**config.mk**
```make
export PLATFORM = sky130hd
export DESIGN_NAME = udp_packet_builder
export DESIGN_NICKNAME = d
export VERILOG_FILES = /design/src/rtl/udp_packet_builder.sv
export SDC_FILE = /design/constraint.sdc
export NUM_CORES = 1
export LEC_CHECK = 0
export ABC_AREA = 1
export CAP_MARGIN = 15
export CORE_UTILIZATION = 37
export CTS_BUF_LIST = sky130_fd_sc_hd__clkbuf_8 sky130_fd_sc_hd__clkbuf_16
export DETAILED_ROUTE_END_ITERATION = 12
export PLACE_DENSITY = 0.57
export REMOVE_ABC_BUFFERS = 1
export SLEW_MARGIN = 20
export SYNTH_ARGS = -nofsm -noshare
export SYNTH_HDL_FRONTEND = slang
export SYNTH_SLANG_ARGS = --single-unit
export TNS_END_PERCENT = 5
```
**constraint.sdc**
```tcl
create_clock -name clk -period 3.1 [get_ports clk]
set_input_delay 0.465 -clock clk [delete_from_list [all_inputs] [get_ports clk]]
set_output_delay 0.465 -clock clk [all_outputs]
set_load 0.005 [all_outputs]
```
**src/rtl/udp_packet_builder.sv**
```systemverilog
// UDP transmit framer: 8-byte header (checksum 0) then payload. UDP_TX_PAD_EN zero-pads short payloads.
// Latency: first header byte valid the cycle after an accepted start; payload in->out is 1 cycle.
// Backpressure: registered output byte holds while ready_in is low; payload_ready_out only when the output can advance.
module udp_packet_builder #(
    parameter int MAX_PAYLOAD = 1472,
    parameter int ZERO_LEN_OK = 1
) (
    input  logic        clk,
    input  logic        rst,
    input  logic        start,
    input  logic [15:0] src_port,
    input  logic [15:0] dst_port,
    input  logic [15:0] payload_len,
    output logic        busy,
    output logic        done,
    output logic        len_err,
    input  logic [7:0]  payload_data_in,
    input  logic        payload_valid_in,
    input  logic        payload_last_in,
    output logic        payload_ready_out,
    output logic [7:0]  data_out,
    output logic        data_valid_out,
    output logic        data_last_out,
    input  logic        ready_in
);
    localparam logic [15:0] MAX_LEN = 16'(MAX_PAYLOAD);

`ifdef UDP_TX_PAD_EN
    typedef enum logic [1:0] {IDLE, HEADER, PAYLOAD, PAD} state_t;
`else
    typedef enum logic [1:0] {IDLE, HEADER, PAYLOAD} state_t;
`endif

    state_t      state_q, state_d;
    logic [2:0]  hdr_idx_q, hdr_idx_d;
    logic [15:0] remain_q, remain_d;
    logic [15:0] src_q, dst_q, len_q;
    logic [15:0] udp_len;
    logic        out_free, tail, last_hs, gen_en, start_ok, pay_take, final_byte;
    logic        ld, ld_last, err, fin;
    logic [7:0]  ld_dat, hdr_byte;

    assign udp_len           = len_q + 16'd8;
    assign out_free          = !data_valid_out || ready_in;
    // Once the last byte sits in the output register, generation stops until it drains.
    assign tail              = data_valid_out && data_last_out;
    assign last_hs           = tail && ready_in;
    assign gen_en            = out_free && !tail;
    assign start_ok          = (payload_len <= MAX_LEN) && ((ZERO_LEN_OK != 0) || (payload_len != 16'd0));
    assign final_byte        = (remain_q == 16'd1);
    assign busy              = (state_q != IDLE);
    assign payload_ready_out = (state_q == PAYLOAD) && gen_en;
    assign pay_take          = payload_ready_out && payload_valid_in;

    always_comb begin
        case (hdr_idx_q)
            3'd0:    hdr_byte = src_q[15:8];
            3'd1:    hdr_byte = src_q[7:0];
            3'd2:    hdr_byte = dst_q[15:8];
            3'd3:    hdr_byte = dst_q[7:0];
            3'd4:    hdr_byte = udp_len[15:8];
            3'd5:    hdr_byte = udp_len[7:0];
            default: hdr_byte = 8'h00;
        endcase
    end

    always_comb begin
        state_d   = state_q;
        hdr_idx_d = hdr_idx_q;
        remain_d  = remain_q;
        ld        = 1'b0;
        ld_dat    = 8'h00;
        ld_last   = 1'b0;
        err       = 1'b0;
        fin       = 1'b0;
        case (state_q)
            IDLE: begin
                if (start) begin
                    if (start_ok) begin
                        // First header byte comes straight from the port so it is valid next cycle.
                        state_d   = HEADER;
                        hdr_idx_d = 3'd1;
                        remain_d  = payload_len;
                        ld        = 1'b1;
                        ld_dat    = src_port[15:8];
                    end else begin
                        err = 1'b1;
                    end
                end
            end
            HEADER: begin
                if (last_hs) begin
                    state_d = IDLE;
                    fin     = 1'b1;
                end else if (gen_en) begin
                    ld        = 1'b1;
                    ld_dat    = hdr_byte;
                    hdr_idx_d = hdr_idx_q + 3'd1;
                    if (hdr_idx_q == 3'd7) begin
                        ld_last = (len_q == 16'd0);
                        if (len_q != 16'd0)
                            state_d = PAYLOAD;
                    end
                end
            end
            PAYLOAD: begin
                if (last_hs) begin
                    state_d = IDLE;
                    fin     = 1'b1;
                end else if (pay_take) begin
                    ld       = 1'b1;
                    ld_dat   = payload_data_in;
                    remain_d = remain_q - 16'd1;
                    if (final_byte) begin
                        ld_last = 1'b1;
                        err     = !payload_last_in;
                    end else if (payload_last_in) begin
                        err = 1'b1;
`ifdef UDP_TX_PAD_EN
                        state_d = PAD;
`else
                        ld_last = 1'b1;
`endif
                    end
                end
            end
`ifdef UDP_TX_PAD_EN
            PAD: begin
                if (last_hs) begin
                    state_d = IDLE;
                    fin     = 1'b1;
                end else if (gen_en) begin
                    ld       = 1'b1;
                    ld_dat   = 8'h00;
                    ld_last  = final_byte;
                    remain_d = remain_q - 16'd1;
                end
            end
`endif
            default: state_d = IDLE;
        endcase
    end

    always_ff @(posedge clk or posedge rst) begin
        if (rst) begin
            state_q        <= IDLE;
            hdr_idx_q      <= 3'd0;
            remain_q       <= 16'd0;
            src_q          <= 16'd0;
            dst_q          <= 16'd0;
            len_q          <= 16'd0;
            done           <= 1'b0;
            len_err        <= 1'b0;
            data_out       <= 8'h00;
            data_valid_out <= 1'b0;
            data_last_out  <= 1'b0;
        end else begin
            state_q   <= state_d;
            hdr_idx_q <= hdr_idx_d;
            remain_q  <= remain_d;
            done      <= fin;
            len_err   <= err;
            if (state_q == IDLE && start && start_ok) begin
                src_q <= src_port;
                dst_q <= dst_port;
                len_q <= payload_len;
            end
            if (ld) begin
                data_out       <= ld_dat;
                data_valid_out <= 1'b1;
                data_last_out  <= ld_last;
            end else if (ready_in) begin
                data_valid_out <= 1'b0;
                data_last_out  <= 1'b0;
            end
        end
    end
endmodule

```
==> impl_metrics.tcl <==
set metrics [dict create \
    root_buffer "clkbuf_16" \
    finalMaxSlewViolations 0 \
    cts_max_level 3 \
    cts_max_path_buffers 2 \
    fin_skew_ns 0.0102 \
    antenna_found_initial 0 \
    cts_tree "yes" \
    path_max_fanout 5 \
    hpwl_um 9780 \
    finalCritPeriodShare_pct 73.3 \
    numPortBuffers 75 \
    grt_pass1_vias 4497 \
    clkTransAtPathRegs_ns 0.07 \
    drv_cap 0 \
    hold_viol 0 \
    worst_ep_arrival_time_ns 1.81 \
    drt-wirelength-per-cell_um 13.8 \
    synth_seq_cells 81 \
    initial_utilization_pct 38.2 \
    power.total_w 0.00487 \
    ant_nets 0 \
    cts_resized 0 \
    max_freq_mhz 440 \
    ir_drop_mv 0.326 \
    p_leak_nw 3.08 \
    ys_warn_count 0 \
    status "finished clean" \
    critPathBufInv 3 \
    areaGrowthSynthToFinish_pct 24.9 \
    gp_congestion 0.865 \
    grt_use_total_pct 21.2 \
    rsz0062_at_grt "no" \
    fillers 1358 \
    start_kind "flop" \
    seq_area_frac_synth_pct 41.7 \
    drive_above_1_share_pct 5.24 \
    die_area_sq_um 13600 \
    rows 41 \
    synth_cell_type_count 33 \
    hold_class "input port to asynchronous set/reset pin" \
    critPathRequiredTime_ns 2.63 \
    diodes 0 \
    coreArea_sq_um 12700 \
    max_slew_margin_pct 50.9 \
    grt_start_max_net_pins 41 \
    syn_area_sq_um 4860 \
    vias 4593 \
    cts_setup_buffers 0 \
    setup_viol 0 \
    cpPeakStageDelay_ns 0.53 \
    syn_avg_cell_area_sq_um 6.90 \
    worstSkewPairLatency_ns 0.35 \
    cp_common_cell "inv_1" \
    worst_setup_path_end_kind "primary output" \
    netlist_instances 705 \
    layout.nets 853 \
    crit_path_cell_trace "inv_1, ha_1, inv_1, clkdlybuf4s50_1" \
    drtIter0Drc 302 \
    drt_wl_total_um 13200 \
    drc 0 \
    cts_buffers 9 \
    cts_sinks 81 \
    gr-total-overflow 0 \
    path_class "flop to primary output" \
    slowest_stage "clkdlybuf4s50_1" \
    worst_slew_pin_slew_ns 0.734 \
    ios 76 \
    die_height_um 117 \
    drt_first_pass_iters 4 \
    grt_pass1_wl_um 21900 \
    postCtsHoldBufs 0 \
    tns_ns 0 \
    min_period_ns 2.27 \
    vias_per_cell 4.81 \
    die_x_um 117 \
    power.density_nw_per_um2 802 \
    cpLargestDelayFamily "buffers and inverters" \
]
[layout make-up]
class	instances	area (sq um)	area share (%)
Timing Repair Buffer	81	796	13.1
Clock buffer	11	253	4.16
Tap cell	172	215	3.54
Inverter	72	272	4.47
Multi-Input combinational cell	532	2430	40.1
Clock inverter	5	77.6	1.28
Sequential cell	81	2030	33.4
[flip-flops by register name (all words and copies together) (netlist names)]
| name | cells |
|---|---|
| dst_q | 16 |
| len_q | 16 |
| remain_q | 16 |
| src_q | 16 |
| data_out | 8 |
| hdr_idx_q | 3 |
| state_q | 2 |
| data_last_out | 1 |
| data_valid_out | 1 |
| done | 1 |
| len_err | 1 |
[stage by stage]
step	cells	hold WS (ns)	instance area [sq um]	setup slack, ns	utilization [%]
after floorplan	685	0.442	4730	0.555	-
after detailed placement	938	0.459	5740	0.600	45.2
after CTS	954	0.371	6070	0.805	47.7
after global routing	954	0.394	6070	0.725	47.7
after global placement	938	0.454	5740	0.622	45.2
final	954	0.360	6070	0.827	47.7
[where the power goes]
group          switching, W  internal [W]
registers          0.000309       0.00140
logic               0.00125      0.000720
clock network      0.000440      0.000746
[worst register-to-register path: cells and delay by family (launching register included)]
| kind | cells | cell delay (ns) |
|---|---|---|
| AND/OR/NAND/NOR | 8 | 1.20 |
| flip-flops | 1 | 0.41 |
| adder cells (fa/ha/maj) | 1 | 0.18 |
| buffers and inverters | 2 | 0.14 |
| AO/OA/AOI/OAI | 1 | 0.08 |
[metal layers]
metal	track usage [%]	part of all wire [%]	vias to the layer above
met3	3.84	4.7	20
li1	-	-	2361
met4	9.70	2.3	0
met5	0	0	-
met1	27.4	47	2116
met2	34.6	46	96
[placed cells by master (no fill, tap or decap), drive strengths merged]
cell type      synthesis  routed
or2                    2       2
clkdlybuf4s50          0      75
nand2                297     297
nand4                  8       8
inv                   69      68
o21ai                 47      47
nor3                   4       4
nand3                 83      83
bufinv                 0       2
dfrtp                 81      81
clkinvlp               0       1
a21oi                 12      12
clkinv                 3       6
o211ai                 1       1
nand3b                 3       3
a31o                   1       1
clkbuf                 5      11
nor2                  56      56
ha                    14      14
buf                   15       6
xor2                   3       3
o21bai                 1       1
[path summary, 6_finish.rpt]
kind,start,endpoint,slack (ns),cells past startpoint
worst max-delay path,state_q[0],busy,0.83,4
worst max register to register,hdr_idx_q[1],data_out[0],1.04,12
worst min register to register,dst_q[2],dst_q[2],0.47,2
worst min-delay path,rst,remain_q[5],0.36,2
min in group clk,dst_q[2],dst_q[2],0.47,2
max in group asynchronous,rst,data_out[1],1.92,3
[cells by family after synthesis]
group / count (synthesis) / share of synthesized area [%]
buffers and inverters: 92 / 8.23
AND/OR/NAND/NOR: 453 / 39.3
XOR/XNOR: 3 / 0.541
adder cells (fa/ha/maj): 14 / 3.60
AO/OA/AOI/OAI: 62 / 6.64
flip-flops: 81 / 41.7
[cells in the mapped netlist]
| cell | instances | area (sq um) |
|---|---|---|
| a21oi_1 | 11 | 55.1 |
| a21oi_2 | 1 | 8.76 |
| a31o_2 | 1 | 8.76 |
| buf_1 | 1 | 3.75 |
| buf_2 | 7 | 35.0 |
| buf_4 | 2 | 15.0 |
| buf_6 | 5 | 56.3 |
| clkbuf_1 | 4 | 15.0 |
| clkbuf_2 | 1 | 5.00 |
| clkinv_1 | 3 | 11.3 |
| dfrtp_1 | 81 | 2030 |
| ha_1 | 14 | 175 |
| inv_1 | 66 | 248 |
| inv_2 | 3 | 11.3 |
| nand2_1 | 290 | 1090 |
| nand2_2 | 2 | 12.5 |
| nand2_4 | 5 | 56.3 |
| nand3_1 | 82 | 410 |
| nand3_2 | 1 | 10.0 |
| nand3b_1 | 3 | 22.5 |
| nand4_1 | 8 | 50.1 |
| nor2_1 | 53 | 199 |
| nor2_2 | 2 | 12.5 |
| nor2_4 | 1 | 11.3 |
| nor3_1 | 3 | 15.0 |
| nor3_2 | 1 | 10.0 |
| o211ai_1 | 1 | 7.51 |
| o21ai_0 | 40 | 200 |
| o21ai_1 | 7 | 35.0 |
| o21bai_1 | 1 | 7.51 |
| or2_0 | 1 | 6.26 |
| or2_2 | 1 | 6.26 |
| xor2_1 | 3 | 26.3 |
(Power assumes the default switching activity.)
